<file path="src/rtl/lti_pkg.sv">
// Shared types and helpers for the time-multiplexed state-space filter.
//  - lti_state_e : sequencer states
//  - clog2       : ceil(log2(v)), used for derived widths
//  - sat         : signed saturation of a 64-bit value to a given width
package lti_pkg;

  typedef enum logic [1:0] {
    ST_IDLE   = 2'd0,
    ST_MAC    = 2'd1,
    ST_DRAIN  = 2'd2,
    ST_UPDATE = 2'd3
  } lti_state_e;

  // Smallest r with 2**r >= v (0 for v <= 1).
  function automatic int unsigned clog2(input int unsigned v);
    int unsigned r;
    r = 0;
    for (longint unsigned p = 1; p < 64'(v); p = p << 1) r++;
    return r;
  endfunction

  // Clamp a signed value into the range of a signed word of 'width' bits.
  function automatic logic signed [63:0] sat(input logic signed [63:0] value,
                                             input int unsigned        width);
    logic signed [63:0] hi;
    logic signed [63:0] lo;
    hi = (64'sd1 <<< (width - 1)) - 64'sd1;
    lo = -hi - 64'sd1;
    if (value > hi) return hi;
    if (value < lo) return lo;
    return value;
  endfunction

endpackage

</file>
<file path="src/rtl/lti_system_tdm_if.sv">
// Sample, result and coefficient-load signals of the state-space filter.
//  master : drives sig_in, ce_in, coef_we/addr/data, clear_state; observes results
//  slave  : the filter side
interface lti_system_tdm_if #(
  parameter int unsigned NI  = 1,
  parameter int unsigned NO  = 1,
  parameter int unsigned IW  = 16,
  parameter int unsigned OW  = 16,
  parameter int unsigned CW  = 16,
  parameter int unsigned CAW = 5
);
  logic [NI*IW-1:0] sig_in;
  logic             ce_in;
  logic [NO*OW-1:0] sig_out;
  logic             ce_out;
  logic             busy;
  logic             overrun;
  logic             coef_we;
  logic [CAW-1:0]   coef_addr;
  logic [CW-1:0]    coef_data;
  logic             clear_state;

  modport master (
    output sig_in, ce_in, coef_we, coef_addr, coef_data, clear_state,
    input  sig_out, ce_out, busy, overrun
  );

  modport slave (
    input  sig_in, ce_in, coef_we, coef_addr, coef_data, clear_state,
    output sig_out, ce_out, busy, overrun
  );
endinterface

</file>
<file path="src/rtl/lti_mac.sv">
// Registered signed multiplier followed by a row accumulator.
//  clk, rst_n : clock, async active-low reset
//  clr_i      : synchronous flush of the pipeline and accumulator
//  en_i       : a coef/operand pair is presented this cycle
//  first_i    : the pair is the first of a row (accumulator restarts)
//  coef_i     : CW-bit signed coefficient
//  opnd_i     : SW-bit signed operand
//  acc_o      : AW-bit running row sum, valid one cycle after the product
module lti_mac #(
  parameter int unsigned CW = 16,
  parameter int unsigned SW = 25,
  parameter int unsigned AW = 44
) (
  input  logic                 clk,
  input  logic                 rst_n,
  input  logic                 clr_i,
  input  logic                 en_i,
  input  logic                 first_i,
  input  logic signed [CW-1:0] coef_i,
  input  logic signed [SW-1:0] opnd_i,
  output logic signed [AW-1:0] acc_o
);
  localparam int unsigned PW = CW + SW;

  logic signed [PW-1:0] prod_q;
  logic                 vld_q;
  logic                 first_q;
  logic signed [AW-1:0] acc_q;

  // Product stage, then accumulate; a row start overwrites the old sum.
  always_ff @(posedge clk or negedge rst_n) begin
    if (!rst_n) begin
      prod_q  <= '0;
      vld_q   <= 1'b0;
      first_q <= 1'b0;
      acc_q   <= '0;
    end else if (clr_i) begin
      vld_q   <= 1'b0;
      first_q <= 1'b0;
      acc_q   <= '0;
    end else begin
      vld_q   <= en_i;
      first_q <= en_i & first_i;
      if (en_i) prod_q <= PW'(coef_i) * PW'(opnd_i);
      if (vld_q) acc_q <= (first_q ? {AW{1'b0}} : acc_q) + AW'(prod_q);
    end
  end

  assign acc_o = acc_q;

endmodule

</file>
<file path="src/rtl/lti_system_tdm.sv">
// Discrete state-space filter x += (A*x + B*u) >>> DEL, y = C*x + D*u,
// evaluated on a single time-multiplexed MAC, one coefficient per cycle.
//  clk   : rising-edge clock
//  rst_n : async active-low reset
//  bus   : slave side of lti_system_tdm_if (samples, results, status,
//          coefficient write port, clear_state)
module lti_system_tdm
  import lti_pkg::*;
#(
  parameter int unsigned NS  = 4,
  parameter int unsigned NI  = 1,
  parameter int unsigned NO  = 1,
  parameter int unsigned IW  = 16,
  parameter int unsigned OW  = 16,
  parameter int unsigned CW  = 16,
  parameter int unsigned SW  = 25,
  parameter int unsigned CF  = 15,
  parameter int unsigned DEL = 10
) (
  input  logic           clk,
  input  logic           rst_n,
  lti_system_tdm_if.slave bus
);
  localparam int unsigned K   = NS + NI;
  localparam int unsigned R   = NS + NO;
  localparam int unsigned N   = R * K;
  localparam int unsigned CAW = clog2(N);
  localparam int unsigned XW  = SW + CF;
  localparam int unsigned AW  = CW + SW + clog2(K);
  localparam int unsigned RW  = (clog2(R) == 0) ? 1 : clog2(R);
  localparam int unsigned KW  = (clog2(K) == 0) ? 1 : clog2(K);

  lti_state_e state_q, state_d;
  logic [RW-1:0] row_q, row_d;
  logic [KW-1:0] col_q, col_d;
  logic          drn_q, drn_d;
  logic          busy_q, busy_d;
  logic          ce_out_q, ce_out_d;
  logic          overrun_q, overrun_d;
  logic          start_c, issue_c, commit_c;

  logic signed [CW-1:0] coef_q  [N];
  logic signed [XW-1:0] x_long_q[NS];
  logic signed [XW-1:0] x_nxt_q [NS];
  logic signed [SW-1:0] x_op_q  [NS];
  logic signed [SW-1:0] u_op_q  [NI];
  logic signed [OW-1:0] y_stg_q [NO];
  logic [NO*OW-1:0]     sig_out_q;

  logic [CAW-1:0]       addr_c;
  logic signed [CW-1:0] coef_c;
  logic signed [SW-1:0] opnd_c;
  logic                 first_c, last_c;
  logic signed [AW-1:0] acc_w;
  logic                 last1_q, last2_q;
  logic [RW-1:0]        row1_q, row2_q;

  // Sequencer next state; clear_state overrides everything, including ce_in.
  always_comb begin
    state_d   = state_q;
    row_d     = row_q;
    col_d     = col_q;
    drn_d     = drn_q;
    overrun_d = overrun_q;
    start_c   = 1'b0;
    issue_c   = 1'b0;
    commit_c  = 1'b0;
    if (bus.ce_in && busy_q) overrun_d = 1'b1;
    if (bus.clear_state) begin
      state_d   = ST_IDLE;
      row_d     = '0;
      col_d     = '0;
      drn_d     = 1'b0;
      overrun_d = 1'b0;
    end else begin
      case (state_q)
        ST_IDLE: begin
          if (bus.ce_in) begin
            start_c = 1'b1;
            state_d = ST_MAC;
            row_d   = '0;
            col_d   = '0;
          end
        end
        ST_MAC: begin
          issue_c = 1'b1;
          if (col_q == KW'(K - 1)) begin
            col_d = '0;
            if (row_q == RW'(R - 1)) begin
              row_d   = '0;
              drn_d   = 1'b0;
              state_d = ST_DRAIN;
            end else begin
              row_d = row_q + 1'b1;
            end
          end else begin
            col_d = col_q + 1'b1;
          end
        end
        // Two cycles let the last product reach the accumulator and be scaled.
        ST_DRAIN: begin
          drn_d = 1'b1;
          if (drn_q) state_d = ST_UPDATE;
        end
        ST_UPDATE: begin
          commit_c = 1'b1;
          state_d  = ST_IDLE;
        end
        default: state_d = ST_IDLE;
      endcase
    end
    busy_d   = (state_d != ST_IDLE);
    ce_out_d = commit_c;
  end

  // Sequencer and status registers.
  always_ff @(posedge clk or negedge rst_n) begin
    if (!rst_n) begin
      state_q   <= ST_IDLE;
      row_q     <= '0;
      col_q     <= '0;
      drn_q     <= 1'b0;
      busy_q    <= 1'b0;
      ce_out_q  <= 1'b0;
      overrun_q <= 1'b0;
    end else begin
      state_q   <= state_d;
      row_q     <= row_d;
      col_q     <= col_d;
      drn_q     <= drn_d;
      busy_q    <= busy_d;
      ce_out_q  <= ce_out_d;
      overrun_q <= overrun_d;
    end
  end

  // Coefficient RAM: writes only while idle and only to valid addresses.
  always_ff @(posedge clk or negedge rst_n) begin
    if (!rst_n) begin
      for (int unsigned a = 0; a < N; a++) coef_q[a] <= '0;
    end else if (bus.coef_we && !busy_q && (32'(bus.coef_addr) < N)) begin
      coef_q[bus.coef_addr] <= bus.coef_data;
    end
  end

  assign addr_c  = CAW'(32'(row_q) * K + 32'(col_q));
  assign coef_c  = coef_q[addr_c];
  assign first_c = (col_q == '0);
  assign last_c  = (col_q == KW'(K - 1));

  // Operand mux: states first, then inputs, matching the column order.
  always_comb begin
    opnd_c = '0;
    for (int unsigned j = 0; j < NS; j++)
      if (32'(col_q) == j) opnd_c = x_op_q[j];
    for (int unsigned i = 0; i < NI; i++)
      if (32'(col_q) == NS + i) opnd_c = u_op_q[i];
  end

  // Snapshot quantised states and inputs so the whole pass sees one sample.
  always_ff @(posedge clk or negedge rst_n) begin
    if (!rst_n) begin
      for (int unsigned j = 0; j < NS; j++) x_op_q[j] <= '0;
      for (int unsigned i = 0; i < NI; i++) u_op_q[i] <= '0;
    end else if (start_c) begin
      for (int unsigned j = 0; j < NS; j++) x_op_q[j] <= x_long_q[j][XW-1:CF];
      for (int unsigned i = 0; i < NI; i++)
        u_op_q[i] <= SW'(signed'(bus.sig_in[i*IW +: IW]));
    end
  end

  lti_mac #(
    .CW (CW),
    .SW (SW),
    .AW (AW)
  ) u_mac (
    .clk     (clk),
    .rst_n   (rst_n),
    .clr_i   (bus.clear_state),
    .en_i    (issue_c),
    .first_i (first_c),
    .coef_i  (coef_c),
    .opnd_i  (opnd_c),
    .acc_o   (acc_w)
  );

  // Row tags follow the product and accumulate stages of the MAC.
  always_ff @(posedge clk or negedge rst_n) begin
    if (!rst_n) begin
      last1_q <= 1'b0;
      last2_q <= 1'b0;
      row1_q  <= '0;
      row2_q  <= '0;
    end else if (bus.clear_state) begin
      last1_q <= 1'b0;
      last2_q <= 1'b0;
    end else begin
      last1_q <= issue_c & last_c;
      row1_q  <= row_q;
      last2_q <= last1_q;
      row2_q  <= row1_q;
    end
  end

  // Row end: stage next state or output; nothing visible changes until commit.
  always_ff @(posedge clk or negedge rst_n) begin
    if (!rst_n) begin
      for (int unsigned r = 0; r < NS; r++) x_nxt_q[r] <= '0;
      for (int unsigned o = 0; o < NO; o++) y_stg_q[o] <= '0;
    end else if (last2_q) begin
      for (int unsigned r = 0; r < NS; r++)
        if (32'(row2_q) == r)
          x_nxt_q[r] <= XW'(sat(64'(x_long_q[r]) + 64'(acc_w >>> DEL), XW));
      for (int unsigned o = 0; o < NO; o++)
        if (32'(row2_q) == NS + o)
          y_stg_q[o] <= OW'(sat(64'(acc_w >>> CF), OW));
    end
  end

  // State bank and outputs: clear zeroes states, commit applies a full pass.
  always_ff @(posedge clk or negedge rst_n) begin
    if (!rst_n) begin
      for (int unsigned r = 0; r < NS; r++) x_long_q[r] <= '0;
      sig_out_q <= '0;
    end else if (bus.clear_state) begin
      for (int unsigned r = 0; r < NS; r++) x_long_q[r] <= '0;
    end else if (commit_c) begin
      for (int unsigned r = 0; r < NS; r++) x_long_q[r] <= x_nxt_q[r];
      for (int unsigned o = 0; o < NO; o++) sig_out_q[o*OW +: OW] <= y_stg_q[o];
    end
  end

  assign bus.sig_out = sig_out_q;
  assign bus.ce_out  = ce_out_q;
  assign bus.busy    = busy_q;
  assign bus.overrun = overrun_q;

endmodule

</file>
<file path="src/flat_wrapper.sv">
// flat-port wrapper written by rule: the top's interface ports become plain ports
module lti_system_tdm_flat import lti_pkg::*;
#(
  parameter int unsigned NS  = 4,
  parameter int unsigned NI  = 1,
  parameter int unsigned NO  = 1,
  parameter int unsigned IW  = 16,
  parameter int unsigned OW  = 16,
  parameter int unsigned CW  = 16,
  parameter int unsigned SW  = 25,
  parameter int unsigned CF  = 15,
  parameter int unsigned DEL = 10
)
  (clk, rst_n, bus_sig_in, bus_ce_in, bus_coef_we, bus_coef_addr, bus_coef_data, bus_clear_state, bus_sig_out, bus_ce_out, bus_busy, bus_overrun);
  lti_system_tdm_if #(.NI(NI), .NO(NO), .IW(IW), .OW(OW), .CW(CW)) bus_i ();
  input  logic clk;
  input  logic rst_n;
  input wire logic [$bits(bus_i.sig_in)-1:0] bus_sig_in;
  input wire logic [$bits(bus_i.ce_in)-1:0] bus_ce_in;
  input wire logic [$bits(bus_i.coef_we)-1:0] bus_coef_we;
  input wire logic [$bits(bus_i.coef_addr)-1:0] bus_coef_addr;
  input wire logic [$bits(bus_i.coef_data)-1:0] bus_coef_data;
  input wire logic [$bits(bus_i.clear_state)-1:0] bus_clear_state;
  output wire logic [$bits(bus_i.sig_out)-1:0] bus_sig_out;
  output wire logic [$bits(bus_i.ce_out)-1:0] bus_ce_out;
  output wire logic [$bits(bus_i.busy)-1:0] bus_busy;
  output wire logic [$bits(bus_i.overrun)-1:0] bus_overrun;
  assign bus_i.sig_in = bus_sig_in;
  assign bus_i.ce_in = bus_ce_in;
  assign bus_i.coef_we = bus_coef_we;
  assign bus_i.coef_addr = bus_coef_addr;
  assign bus_i.coef_data = bus_coef_data;
  assign bus_i.clear_state = bus_clear_state;
  assign bus_sig_out = bus_i.sig_out;
  assign bus_ce_out = bus_i.ce_out;
  assign bus_busy = bus_i.busy;
  assign bus_overrun = bus_i.overrun;
  lti_system_tdm #(.NS(NS), .NI(NI), .NO(NO), .IW(IW), .OW(OW), .CW(CW), .SW(SW), .CF(CF), .DEL(DEL)) u_core (.clk(clk), .rst_n(rst_n), .bus(bus_i));
endmodule
</file>
<file path="config.mk">
export PLATFORM = sky130hd
export DESIGN_NAME = lti_system_tdm_flat
export DESIGN_NICKNAME = d
export VERILOG_FILES = /design/src/rtl/lti_pkg.sv /design/src/rtl/lti_system_tdm_if.sv /design/src/rtl/lti_mac.sv /design/src/rtl/lti_system_tdm.sv /design/src/flat_wrapper.sv
export SDC_FILE = /design/constraint.sdc
export NUM_CORES = 2
export LEC_CHECK = 0
export CAP_MARGIN = 20
export CORE_MARGIN = 1
export CORE_UTILIZATION = 59
export DETAILED_ROUTE_END_ITERATION = 8
export PLACE_DENSITY = 0.84
export SLEW_MARGIN = 20
export SYNTH_ARGS = -nofsm -noshare
export SYNTH_HDL_FRONTEND = slang
export SYNTH_SLANG_ARGS = --single-unit
</file>
<file path="constraint.sdc">
create_clock -name clk -period 8.77 [get_ports clk]
set_clock_uncertainty 0.2 [all_clocks]
set_input_delay 0.877 -clock clk [delete_from_list [all_inputs] [get_ports clk]]
set_output_delay 0.877 -clock clk [all_outputs]
set_load 0.01 [all_outputs]
</file>
==> impl_metrics.xml <==
<?xml version="1.0" encoding="UTF-8"?>
<metrics>
  <group name="finish">
    <metric name="antenna_cells" unit="">0</metric>
    <metric name="post_layout_nonfiller_instances" unit="">8024</metric>
    <metric name="final_util" unit="%">67.72</metric>
    <metric name="layout-area-overhead-vs-synth" unit="%">13.66</metric>
    <metric name="area.sequential" unit="mm2">0.02440</metric>
    <metric name="finish.net_count" unit="">7208</metric>
    <metric name="final_area" unit="mm2">0.07494</metric>
    <metric name="layout-drive-gt1-share" unit="%">21.80</metric>
    <metric name="n_fill_cell" unit="">7770</metric>
    <metric name="multi_input_area" unit="mm2">0.03915</metric>
  </group>
  <group name="floorplanning">
    <metric name="io-pin-count" unit="">61</metric>
    <metric name="initial_utilization" unit="%">59.58</metric>
    <metric name="coreArea" unit="mm2">0.1107</metric>
    <metric name="die_h" unit="um">336.3</metric>
    <metric name="std_cell_rows" unit="">122</metric>
    <metric name="die_area" unit="mm2">0.1131</metric>
    <metric name="dieWidth" unit="um">336.3</metric>
  </group>
  <group name="setup_path">
    <metric name="critical_path.startpoint_type" unit="">flop</metric>
    <metric name="critical_path.slowest_cell" unit="">sky130_fd_sc_hd__fa_2</metric>
    <metric name="arrival" unit="ns">9.67</metric>
    <metric name="cp_common_cell" unit="">sky130_fd_sc_hd__fa_1</metric>
    <metric name="max_stage_delay" unit="ns">0.60</metric>
    <metric name="regToRegSetupSlack" unit="ns">-0.51</metric>
    <metric name="endpoint_class_of_the_critical_path" unit="">flop</metric>
    <metric name="worst-setup-path-type" unit="">flop to flop</metric>
    <metric name="critPathMaxFanout" unit="">11</metric>
    <metric name="data_required_time_of_the_critical_path" unit="ns">9.16</metric>
  </group>
  <group name="clocking">
    <metric name="clk_transition_reported_paths" unit="ns">0.06</metric>
    <metric name="cts_tree" unit="">done</metric>
    <metric name="cts.sinks" unit="">975</metric>
    <metric name="ctsHtreeMaxLevel" unit="">3</metric>
    <metric name="insertion_delay" unit="ns">0.74</metric>
    <metric name="clockBufferDepth" unit="">3</metric>
    <metric name="root_buffer" unit="">sky130_fd_sc_hd__clkbuf_16</metric>
    <metric name="cts_buffers" unit="">101</metric>
  </group>
  <group name="hold_path">
    <metric name="hold_path.class" unit="">input port to async pin</metric>
  </group>
  <group name="synthesis">
    <metric name="post-synth-top-area-cell" unit="">sky130_fd_sc_hd__dfrtp_1</metric>
    <metric name="mappedNetlistArea" unit="mm2">0.06593</metric>
    <metric name="synthArstFlopShare" unit="%">100.0</metric>
    <metric name="synth.yosys.seq_area_share" unit="%">37.00</metric>
    <metric name="synth-compound-area-share" unit="%">12.82</metric>
    <metric name="synth_adder_area_share" unit="%">18.13</metric>
    <metric name="synth-seq-cells" unit="">975</metric>
    <metric name="xor_and_xnor_area_share_after_synthesis" unit="%">2.843</metric>
    <metric name="ys_top_cells_by_area" unit="">sky130_fd_sc_hd__dfrtp_1 37%, sky130_fd_sc_hd__fa_1 12%, sky130_fd_sc_hd__mux2_2 9.4%, sky130_fd_sc_hd__ha_1 6.0%, sky130_fd_sc_hd__mux4_2 3.9%</metric>
    <metric name="synth_top_family_by_area" unit="">adder cells</metric>
    <metric name="synth-edff-count" unit="">0</metric>
    <metric name="area_share_of_the_largest_cell_type_after_synthesis" unit="%">37.00</metric>
    <metric name="synth.area.mux_share" unit="%">14.18</metric>
    <metric name="ys_warn_count" unit="">0</metric>
    <metric name="synth.net_count" unit="">6982</metric>
    <metric name="synth_most_common_cell" unit="">sky130_fd_sc_hd__dfrtp_1</metric>
    <metric name="dominantRegCellSynth" unit="">sky130_fd_sc_hd__dfrtp_1</metric>
    <metric name="synth.top_cells.by_count" unit="">975 x sky130_fd_sc_hd__dfrtp_1, 592 x sky130_fd_sc_hd__nand2_1, 552 x sky130_fd_sc_hd__mux2_2, 502 x sky130_fd_sc_hd__inv_1, 483 x sky130_fd_sc_hd__nor2_1</metric>
    <metric name="synth.avg_cell_area" unit="um2">10.59</metric>
    <metric name="synth.distinct_cells" unit="">91</metric>
    <metric name="synth-simple-area-share" unit="%">10.21</metric>
    <metric name="synth_cells" unit="">6228</metric>
  </group>
  <group name="detailed_routing">
    <metric name="drcViolationCount" unit="">0</metric>
    <metric name="viasPerCell" unit="">6.289</metric>
    <metric name="detailedRoute.firstIterationViolations" unit="">4546</metric>
    <metric name="wl" unit="um">192400</metric>
    <metric name="via_count" unit="">50463</metric>
    <metric name="wire_per_inst" unit="um">23.98</metric>
    <metric name="detail_route.first_pass.iterations" unit="">6</metric>
    <metric name="antenna_left" unit="">0</metric>
  </group>
  <group name="sta">
    <metric name="grt_setup_unrepaired" unit="">yes</metric>
    <metric name="final.setup.worst_slack" unit="ns">-0.5137</metric>
    <metric name="tns" unit="ns">-2.796</metric>
    <metric name="setup-violations-final" unit="">14</metric>
    <metric name="slew_headroom" unit="%">19.69</metric>
    <metric name="whs" unit="ns">-0.02167</metric>
    <metric name="slew_violations" unit="">0</metric>
    <metric name="fmax" unit="MHz">107.7</metric>
    <metric name="timing.final.crit_share" unit="%">105.9</metric>
    <metric name="hold_violations" unit="">3</metric>
    <metric name="tightestPinTransition" unit="ns">1.205</metric>
    <metric name="period_minus_slack" unit="ns">9.284</metric>
  </group>
  <group name="power_and_ir_drop">
    <metric name="power.static_leakage" unit="nW">36.55</metric>
    <metric name="peakVddDrop" unit="V">0.0002351</metric>
    <metric name="p_total" unit="mW">14.17</metric>
    <metric name="power_density" unit="mW/mm2">189.0</metric>
  </group>
  <group name="place">
    <metric name="placed_cells_incl_taps" unit="">7796</metric>
    <metric name="place.detailed.hpwl" unit="um">133300</metric>
    <metric name="port_buffers" unit="">60</metric>
    <metric name="place_congestion" unit="">1.016</metric>
    <metric name="pre_cts_slack" unit="ns">-0.5467</metric>
    <metric name="dpl-instance-area" unit="mm2">0.07028</metric>
  </group>
  <group name="global_route">
    <metric name="grt_start_max_net_pins" unit="">193</metric>
    <metric name="vias_in_the_first_global_route" unit="">52482</metric>
    <metric name="track_usage" unit="%">33.87</metric>
    <metric name="grt-ovfl-total" unit="">0</metric>
    <metric name="initial_antenna_violation_count" unit="">3</metric>
    <metric name="grt_pass1_wl" unit="um">295400</metric>
  </group>
  <group name="flow_run">
    <metric name="drv_cap" unit="">0</metric>
  </group>
  <group name="status">
    <metric name="status" unit="">finished with violations</metric>
    <metric name="violations_in_the_final_reports" unit="">negative hold slack, negative setup slack</metric>
  </group>
</metrics>
==> cell type report <==
type | count | area share, %
Timing Repair Buffer | 445 | 5.359
Clock inverter | 45 | 1.002
Clock buffer | 140 | 3.835
Tap cell | 1488 | 2.484
Inverter | 502 | 2.514
Sequential cell | 975 | 32.56
Multi-Input combinational cell | 4429 | 52.24
==> worst paths after layout <==
path | start | end | depth (start not counted)
setup reg to reg | u_core.col_q[1] | u_core.u_mac.prod_q[40] | 33
max in group asynchronous | rst_n | u_core.x_nxt_q[49] | 3
setup / recovery | u_core.col_q[1] | u_core.u_mac.prod_q[40] | 33
min in group clk | u_core.last1_q | u_core.last2_q | 1
hold / removal | rst_n | u_core.coef_q[176] | 1
hold reg to reg | u_core.last1_q | u_core.last2_q | 1
==> critical path, delay by kind of cell (launching register included) <==
family | cells | cell delay, ns
AO/OA/AOI/OAI | 6 | 1.15
XOR/XNOR | 1 | 0.22
adder cells (fa/ha/maj) | 10 | 4.26
buffers and inverters | 8 | 0.94
flip-flops | 1 | 0.44
multiplexers | 2 | 0.78
AND/OR/NAND/NOR | 6 | 1.14
==> power by group <==
group          internal (mW)  switching (mW)  leakage [nW]
registers               4.94           0.418          13.2
clock network           2.73            1.94          1.76
logic                   1.88            2.26          21.6
==> sequential cells by signal, indices dropped and copies added (netlist names) <==
name / count
u_core.bus.busy: 1
u_core.bus.ce_out: 1
u_core.bus.overrun: 1
u_core.bus.sig_out: 16
u_core.coef_q: 400
u_core.col_q: 3
u_core.drn_q: 1
u_core.last1_q: 1
u_core.last2_q: 1
u_core.row1_q: 3
u_core.row2_q: 3
u_core.row_q: 3
u_core.state_q: 2
u_core.u_mac.acc_o: 44
u_core.u_mac.first_q: 1
u_core.u_mac.prod_q: 41
u_core.u_mac.vld_q: 1
u_core.u_op_q: 16
u_core.x_long_q: 160
u_core.x_nxt_q: 160
u_core.x_op_q: 100
u_core.y_stg_q: 16
==> per-layer routing <==
| layer | global-route usage (%) | vias up | wire, um |
|---|---|---|---|
| met1 | 42.28 | 25456 | 73270 |
| met2 | 55.70 | 2431 | 91930 |
| met5 | 0 | - | 46 |
| met3 | 5.871 | 681 | 13960 |
| met4 | 19.48 | 4 | 13170 |
| li1 | - | 21891 | - |
==> kinds of logic after synthesis <==
logic type	after synthesis
AOI/OAI and AO/OA	1265
xor gates and xnor gates	214
adders and majority gates	721
buffers and inverters	824
DFF	975
muxes	724
and+or+nand+nor	1505
==> cells in the final DEF (no fill, tap or decap), types with 60 or more instances in the layout <==
cell and n:
sky130_fd_sc_hd__fa_1 383, sky130_fd_sc_hd__dfrtp_1 972, sky130_fd_sc_hd__inv_1 482, sky130_fd_sc_hd__nor2b_1 106, sky130_fd_sc_hd__a21o_1 151, sky130_fd_sc_hd__and2_1 60, sky130_fd_sc_hd__o21ai_0 157, sky130_fd_sc_hd__xnor2_1 134
sky130_fd_sc_hd__mux4_2 113, sky130_fd_sc_hd__ha_1 295, sky130_fd_sc_hd__buf_4 327, sky130_fd_sc_hd__nor2_1 475, sky130_fd_sc_hd__xor2_1 72, sky130_fd_sc_hd__nand2_1 585, sky130_fd_sc_hd__mux2_2 542, sky130_fd_sc_hd__clkbuf_16 101
sky130_fd_sc_hd__a21oi_1 359, sky130_fd_sc_hd__a22o_1 163
==> what timing repair did <==
action,CTS,global route
hold buffers,0,0
pin swaps,23,64
gates cloned,2,0
setup endpoints to repair,16,19
resized for setup,72,95
setup buffers,16,23
No activity file was read; power rests on OpenSTA's default activity.
